$ cat src/rtl/fp_to_int.sv
// fp_to_int: IEEE-754 single to signed 32-bit integer, one alignment bit per cycle.
// Optional build macro FP_TO_INT_RNE_EN selects round-to-nearest-even (default truncates).
`default_nettype none

module fp_to_int (
    input  logic        clk,
    input  logic        rst_n,
    input  logic        in_valid,
    output logic        in_ready,
    input  logic [31:0] in_data,
    output logic        out_valid,
    input  logic        out_ready,
    output logic [31:0] out_data,
    output logic        out_overflow,
    output logic        out_invalid,
    output logic        out_inexact
);

    typedef enum logic [1:0] {
        S_IDLE  = 2'd0,
        S_SHIFT = 2'd1,
        S_ROUND = 2'd2,
        S_DONE  = 2'd3
    } state_t;

    state_t      r_state;
    logic        r_in_ready;
    logic        r_out_valid;
    logic [31:0] r_out_data;
    logic        r_out_ovf;
    logic        r_out_inv;
    logic        r_out_inx;
    logic        r_sign;
    logic        r_left;
    logic [4:0]  r_cnt;
    logic [31:0] r_mag;
    logic        r_guard;
    logic        r_sticky;
    logic        r_inexact;
    logic        r_special;
    logic [31:0] r_spec_data;
    logic        r_spec_ovf;
    logic        r_spec_inv;

    logic        w_sign;
    logic [7:0]  w_exp;
    logic [22:0] w_frac;
    logic        w_special;
    logic        w_nan;
    logic        w_minint;
    logic        w_left;
    logic [4:0]  w_n;
    logic [31:0] w_spec_data;
    logic        w_spec_ovf;
    logic        w_inc;
    logic [31:0] w_result;

    assign w_sign    = in_data[31];
    assign w_exp     = in_data[30:23];
    assign w_frac    = in_data[22:0];
    // exp >= 158 means unbiased exponent >= 31: never representable except -2^31
    assign w_special = (w_exp >= 8'd158);
    assign w_nan     = (w_exp == 8'hFF) && (w_frac != 23'd0);
    assign w_minint  = w_sign && (w_exp == 8'd158) && (w_frac == 23'd0);
    assign w_left    = (w_exp >= 8'd150);

    always_comb begin
        w_n = 5'd0;
        if (w_special)
            w_n = 5'd0;
        else if (w_left)
            w_n = 5'(w_exp - 8'd150);
        else if (w_exp >= 8'd125)
            w_n = 5'(8'd150 - w_exp);
        else
            w_n = 5'd25;
    end

    assign w_spec_data = (w_nan || w_minint || w_sign) ? 32'h8000_0000 : 32'h7FFF_FFFF;
    assign w_spec_ovf  = w_special && !w_nan && !w_minint;

`ifdef FP_TO_INT_RNE_EN
    assign w_inc = r_guard & (r_sticky | r_mag[0]);
`else
    assign w_inc = 1'b0;
`endif

    assign w_result = r_special ? r_spec_data : (r_sign ? (32'd0 - r_mag) : r_mag);

    always_ff @(posedge clk or negedge rst_n) begin
        if (!rst_n) begin
            r_state     <= S_IDLE;
            r_in_ready  <= 1'b0;
            r_out_valid <= 1'b0;
            r_out_data  <= 32'd0;
            r_out_ovf   <= 1'b0;
            r_out_inv   <= 1'b0;
            r_out_inx   <= 1'b0;
            r_sign      <= 1'b0;
            r_left      <= 1'b0;
            r_cnt       <= 5'd0;
            r_mag       <= 32'd0;
            r_guard     <= 1'b0;
            r_sticky    <= 1'b0;
            r_inexact   <= 1'b0;
            r_special   <= 1'b0;
            r_spec_data <= 32'd0;
            r_spec_ovf  <= 1'b0;
            r_spec_inv  <= 1'b0;
        end else begin
            case (r_state)
                S_IDLE: begin
                    if (in_valid && r_in_ready) begin
                        r_in_ready  <= 1'b0;
                        r_sign      <= w_sign;
                        r_left      <= w_left;
                        r_cnt       <= w_n;
                        r_mag       <= {8'd0, (w_exp != 8'd0), w_frac};
                        r_guard     <= 1'b0;
                        r_sticky    <= 1'b0;
                        r_special   <= w_special;
                        r_spec_data <= w_spec_data;
                        r_spec_ovf  <= w_spec_ovf;
                        r_spec_inv  <= w_nan;
                        r_state     <= (w_n != 5'd0) ? S_SHIFT : S_ROUND;
                    end else begin
                        r_in_ready  <= 1'b1;
                    end
                end
                S_SHIFT: begin
                    if (r_left) begin
                        r_mag <= {r_mag[30:0], 1'b0};
                    end else begin
                        r_mag    <= {1'b0, r_mag[31:1]};
                        r_guard  <= r_mag[0];
                        r_sticky <= r_sticky | r_guard;
                    end
                    r_cnt <= r_cnt - 5'd1;
                    if (r_cnt == 5'd1)
                        r_state <= S_ROUND;
                end
                S_ROUND: begin
                    r_mag     <= r_mag + {31'd0, w_inc};
                    r_inexact <= r_guard | r_sticky;
                    r_state   <= S_DONE;
                end
                S_DONE: begin
                    // First DONE cycle publishes the signed result; later cycles hold it
                    if (!r_out_valid) begin
                        r_out_valid <= 1'b1;
                        r_out_data  <= w_result;
                        r_out_ovf   <= r_spec_ovf;
                        r_out_inv   <= r_spec_inv;
                        r_out_inx   <= r_inexact & ~r_special;
                    end else if (out_ready) begin
                        r_out_valid <= 1'b0;
                        r_in_ready  <= 1'b1;
                        r_state     <= S_IDLE;
                    end
                end
                default: r_state <= S_IDLE;
            endcase
        end
    end

    assign in_ready     = r_in_ready;
    assign out_valid    = r_out_valid;
    assign out_data     = r_out_data;
    assign out_overflow = r_out_ovf;
    assign out_invalid  = r_out_inv;
    assign out_inexact  = r_out_inx;

endmodule

`default_nettype wire

$ cat config.mk
export PLATFORM = sky130hd
export DESIGN_NAME = fp_to_int
export DESIGN_NICKNAME = d
export VERILOG_FILES = /design/src/rtl/fp_to_int.sv
export SDC_FILE = /design/constraint.sdc
export NUM_CORES = 1
export LEC_CHECK = 0
export CORE_MARGIN = 1.5
export CORE_UTILIZATION = 45
export CTS_CLUSTER_SIZE = 20
export DETAILED_ROUTE_END_ITERATION = 8
export PLACE_DENSITY = 0.7
export SLEW_MARGIN = 10
export SYNTH_ARGS = -nofsm -noshare
export SYNTH_HDL_FRONTEND = slang
export SYNTH_SLANG_ARGS = --single-unit
$ cat constraint.sdc
create_clock -name clk -period 2.2 [get_ports clk]
set_input_delay 0.55 -clock clk [delete_from_list [all_inputs] [get_ports clk]]
set_output_delay 0.55 -clock clk [all_outputs]
set_load 0.02 [all_outputs]
### Word level (Yosys, flattened, before mapping)

Index checks and enable logic that the tools add are counted.

* register bits: 116
* output and inout bits: 37

* add/sub/neg operators: 4
* $lt $le $gt $ge: 3
* equal/unequal tests: 11
* mux-type cells: 28
* bitwise gates (word level): 4
* reduce and logical (&&, ||, !) cells: 23

Operators by type and width (count)
* $mux 32: 5
* $pmux 32 s2: 1
* $sub 1x32->32 const A: 1
* $logic_not 23->1: 1
* $reduce_bool 23->1: 1
* $mux 5: 4
* $eq 8x8->1 const B: 2
* $ge 8x8->1 const B: 2
* $mux 2: 5
* $ne 2x2->1 const B: 5
* $pmux 5 s2: 1
* $ge 8x7->1 const B: 1
* $mux 1: 8
* $pmux 2 s4: 1
* $reduce_bool 8->1: 1
* $logic_and 1x1->1: 6
* $pmux 1 s2: 3
* $reduce_and 2->1: 3
* $reduce_and 3->1: 2
* $eq 5x1->1 const B: 1
* $reduce_bool 5->1: 1
* $sub 5x1->5 const B: 1
* $sub 5x5->5 const A: 1
* $sub 5x5->5 const B: 1
* 10 further kinds: 15

### Logic depth before layout (Yosys ltp)

* depth in word-level cells: 8
* depth in mapped cells: 9
* mapped depth without buffers: 8

### Worst setup path before layout

Ideal clock, no wire load.

* kind: register -> register
* start: register r_mag[17]
* end: register r_out_data[28], in the netlist out_data[28]
* library setup time: 120 ps
* arrival time: 2205 ps
* slack: -125 ps
* stages on the path, launching flop included: 8
* path buffers: 1
* clock period less this slack: 2325 ps
* cells stage by stage: dfrtp_1 > or4_4 > or4_4 > buf_6 > or3_1 > nand2_1 > mux2i_1 > nor2_1

* word-level cells in the longest chain between the ends: 3

RTL lines
* start: declaration: RTL line 36 `logic [31:0] r_mag;`
* start signal: assignment: RTL line 118 `r_mag <= {8'd0, (w_exp != 8'd0), w_frac};`
* start signal: assignment: RTL line 132 `r_mag <= {r_mag[30:0], 1'b0};`
* start signal: assignment: RTL line 134 `r_mag <= {1'b0, r_mag[31:1]};`
* $sub 1x32->32: RTL line 88 `assign w_result = r_special ? r_spec_data : (r_sign ? (32'd0 - r_mag) : r_mag);`
* $mux 32 (2 in series): RTL line 88
* end signal: assignment: RTL line 151 `r_out_data <= w_result;`
* end: declaration: RTL line 29 `logic [31:0] r_out_data;`

No other way between the ends.
A chain may end at the register's enable or synchronous reset.

### Worst setup path in the final report

* start: register r_mag[16]
* end: register r_out_data[28], in the netlist out_data[28]

Same word-level chain as after synthesis.

==> out/results.tsv <==
stage	metric	value	unit
clock_network	total CTS buffers	9	
place	I/O Buffers	72	
clock_network	number of H-tree levels	3	
worst_setup_path	worst-path maximum fanout	9	
floorplanning	Die W	111.1	um
routing	drt wl/cell	15.39	um
global_route	vias in the first global route	4665	
synth	Seq cells post-synth	86	
synth	synthesized cell area	0.005260	mm2
floorplanning	Rows	39	
synth	Synth cell types	49	
global_route	global route hottest layer	met2	
worst_setup_path	Crit Path Category	reg -> reg	
worst_hold_path	Hold Crit Class	in -> async	
run_status	failing checks	setup timing	
place	GPL Wtd Cong	0.8484	
synth	post-synthesis sequential area ratio	40.91	%
layout	Filler cells	998	
synth	Synthesized Nets	681	
routing	via count	4944	
global_route	largest net degree at the start of global routing	58	
worst_setup_path	Reg2Reg Depth	6	
routing	vias per cell	5.487	
global_route	antenna violations before repair	0	
clock_network	Clock transition at path regs	0.06	ns
worst_setup_path	crit start category	register	
floorplanning	# IOs	73	
power	Peak VDD IR	0.0008768	V
global_route	GR Layer Usage met2	36.42	%
routing	Pre-antenna DRT Iters	5	
synth	EDFF count, synth	0	
floorplanning	CORE AREA	0.01142	mm2
run_status	status	finished, violations left	
sta	Final Worst Setup Slack	-0.04950	ns
floorplanning	Initial Utilization	46.07	%
worst_setup_path	CP arrival	2.48	ns
place	placed wire-length estimate	10350	um
layout	area delta synth->final	34.44	%
layout	Inserted Diodes	0	
sta	Tcrit/Tclk final	102.2	%
layout	sequential cell area	0.002152	mm2
run	Max Cap Viol	0	
sta	RSZ-0062 raised after global routing	yes	
layout	nets	804	
routing	WL final	13870	um
floorplanning	die area	0.01235	mm2
layout	Core Util, Final	61.93	%
sta	setup TNS	-0.06847	ns
synth	Async S/R FF share, synth	100.0	%
synth	YS warnings	0	
clock_network	CTS tree	yes	
global_route	met1 Use GR	31.62	%
worst_setup_path	crit end category	register	
clock_network	clk sinks	86	
sta	final count of hold timing violations	0	
sta	minimum clock period	2.249	ns
sta	max-slew violations	0	
routing	Antenna Nets Post-Route	0	
synth	mean area per synthesized cell	8.349	um2
layout	Multi-input gate area	0.002957	mm2
synth	Post-Syn Instances	630	
sta	slew at the pin with the worst max-slew slack	0.6786	ns
floorplanning	Die H	111.1	um
global_route	met3 Usage GRT	3.773	%
sta	Max-slew headroom	54.76	%
sta	Final Skew	0.007801	ns
routing	DRC	0	
clock_network	Clk Latency, worst-skew pair	0.35	ns
clock_network	clk buf depth	2	
power	Power Dens Cells	1441	mW/mm2
global_route	first-pass GRT wire length	23000	um
power	Pleak	3.034	nW
global_route	GRT Util Overall	22.78	%
sta	final setup fails	3	
routing	initial DRC count	377	
global_route	gr ovfl total	0	
synth	Top FF cell, synth	dfrtp_1	
sta	Max Clock Freq	444.5	MHz
worst_setup_path	Worst Path Required	2.43	ns
clock_network	clk root buf	clkbuf_16	
layout	share of cells above drive strength 1	15.96	%
## synth_stat cells, drive strengths merged, types with 4 or more instances
cell	count	share of area [%]
a21oi	41	3.9
buf	5	0.52
clkbuf	40	2.9
dfrtp	86	41
ha	15	3.6
inv	16	1.1
mux2i	34	6.5
nand2	102	7.3
nand2b	6	0.71
nand3	9	0.86
nand3b	4	0.57
nand4	5	0.59
nor2	58	4.1
nor3	6	0.57
nor4	10	1.2
o21ai	88	8.4
o31ai	24	3.4
o41ai	7	1.6
or3	8	0.95
or4	4	0.71
xnor2	26	4.3
xor2	4	0.67
## cells by family (layout without fill, tap and decap cells)
logic type,count (synthesis),in the layout,synth area share (%)
AND/OR/NAND/NOR,222,222,18.77
AO/OA/AOI/OAI,182,182,20.77
flip-flops,86,86,40.91
buffers and inverters,61,189,4.519
multiplexers,34,34,6.470
XOR/XNOR,30,30,4.995
adder cells (fa/ha/maj),15,15,3.568
## metal layers
metal | routed length (um) | vias to the layer above | share of wire [%]
met5 | 0 | - | 0
met1 | 6654 | 2360 | 48
li1 | - | 2454 | -
met3 | 600 | 18 | 4.3
met4 | 204 | 0 | 1.5
met2 | 6409 | 112 | 46
## final cells by class
cell class	count	share of cell area, %
clock inverters	4	0.9908
well taps	143	2.530
flip-flops and latches	86	30.43
inverters	16	0.8493
clock buffers	12	3.485
repair buffers	157	19.90
multi-input cells	483	41.81
## flip-flops by register name, indices dropped and copies added, names as in the netlist, 2 cells and up
signal and flops:
out_data 32, r_cnt 5, r_mag 32, r_spec_data 2, r_state 2
## placed cells by master (no fill, tap or decap), types with 2 or more instances in the layout
master	netlist	final
a211oi_1	2	2
a21oi_1	41	39
a31oi_1	3	3
and2_1	3	3
buf_12	0	4
buf_4	0	82
bufinv_16	0	2
clkbuf_1	40	2
clkbuf_16	0	9
clkdlybuf4s50_1	0	69
clkinv_2	0	2
dfrtp_1	86	86
ha_1	15	14
inv_1	16	16
mux2i_1	34	34
nand2_1	102	102
nand2b_1	6	6
nand3_1	9	9
nand3b_1	4	4
nand4_1	5	5
nor2_1	58	58
nor2b_1	3	3
nor3_1	6	5
nor4_1	10	9
o21ai_0	82	80
o21ai_1	6	8
o2bb2ai_1	2	2
o31ai_1	24	21
o31ai_2	0	2
o41ai_1	4	3
o41ai_2	3	4
or2_2	3	3
or3_1	8	8
or4_1	2	2
or4_4	2	2
xnor2_1	26	26
xor2_1	4	4
## per-stage QoR
step                      worst slack [ns]  instance area (um2)  cells  hold slack (ns)  total power [mW]
after floorplan                   -0.05363                 5260    630           0.2544             6.267
after global placement             -0.5063                 6679    885           0.4559             8.325
after detailed placement           -0.4695                 6679    885           0.4557             8.501
after CTS                         -0.04365                 7028    901           0.1966             10.18
after global routing               -0.1219                 7072    901           0.2134             10.95
final                             -0.04950                 7072    901           0.1686             10.19
## path summary, 6_finish.rpt
check,startpoint,endpoint,slack [ns]
setup / recovery,r_mag[16],out_data[28],-0.05
min in group clk,out_inexact,out_inexact,0.46
hold reg to reg,out_inexact,out_inexact,0.46
hold / removal,rst_n,r_mag[8],0.17
max in group asynchronous,rst_n,r_mag[28],1.39
setup reg to reg,r_mag[16],out_data[28],-0.05
## where the power goes
part	total, mW	internal (mW)	switching, mW
Clock	1.64	1.02	0.618
Sequential	2.69	2.24	0.448
Combinational	5.86	2.58	3.28
## critical path, stage by stage (launching register included)
cell     delay, ns
dfrtp_1       0.38
or4_4         0.55
or4_4         0.51
or3_1         0.38
nand2_1       0.09
mux2i_1       0.18
nor2_1        0.05
## what timing repair did
item	CTS	global route
pin swaps	1	2
setup endpoints to repair	8	17
hold buffers	0	0
gates resized for setup	9	9
buffers inserted	0	0
gates cloned	0	0
Power figures use the tool's default switching activity.
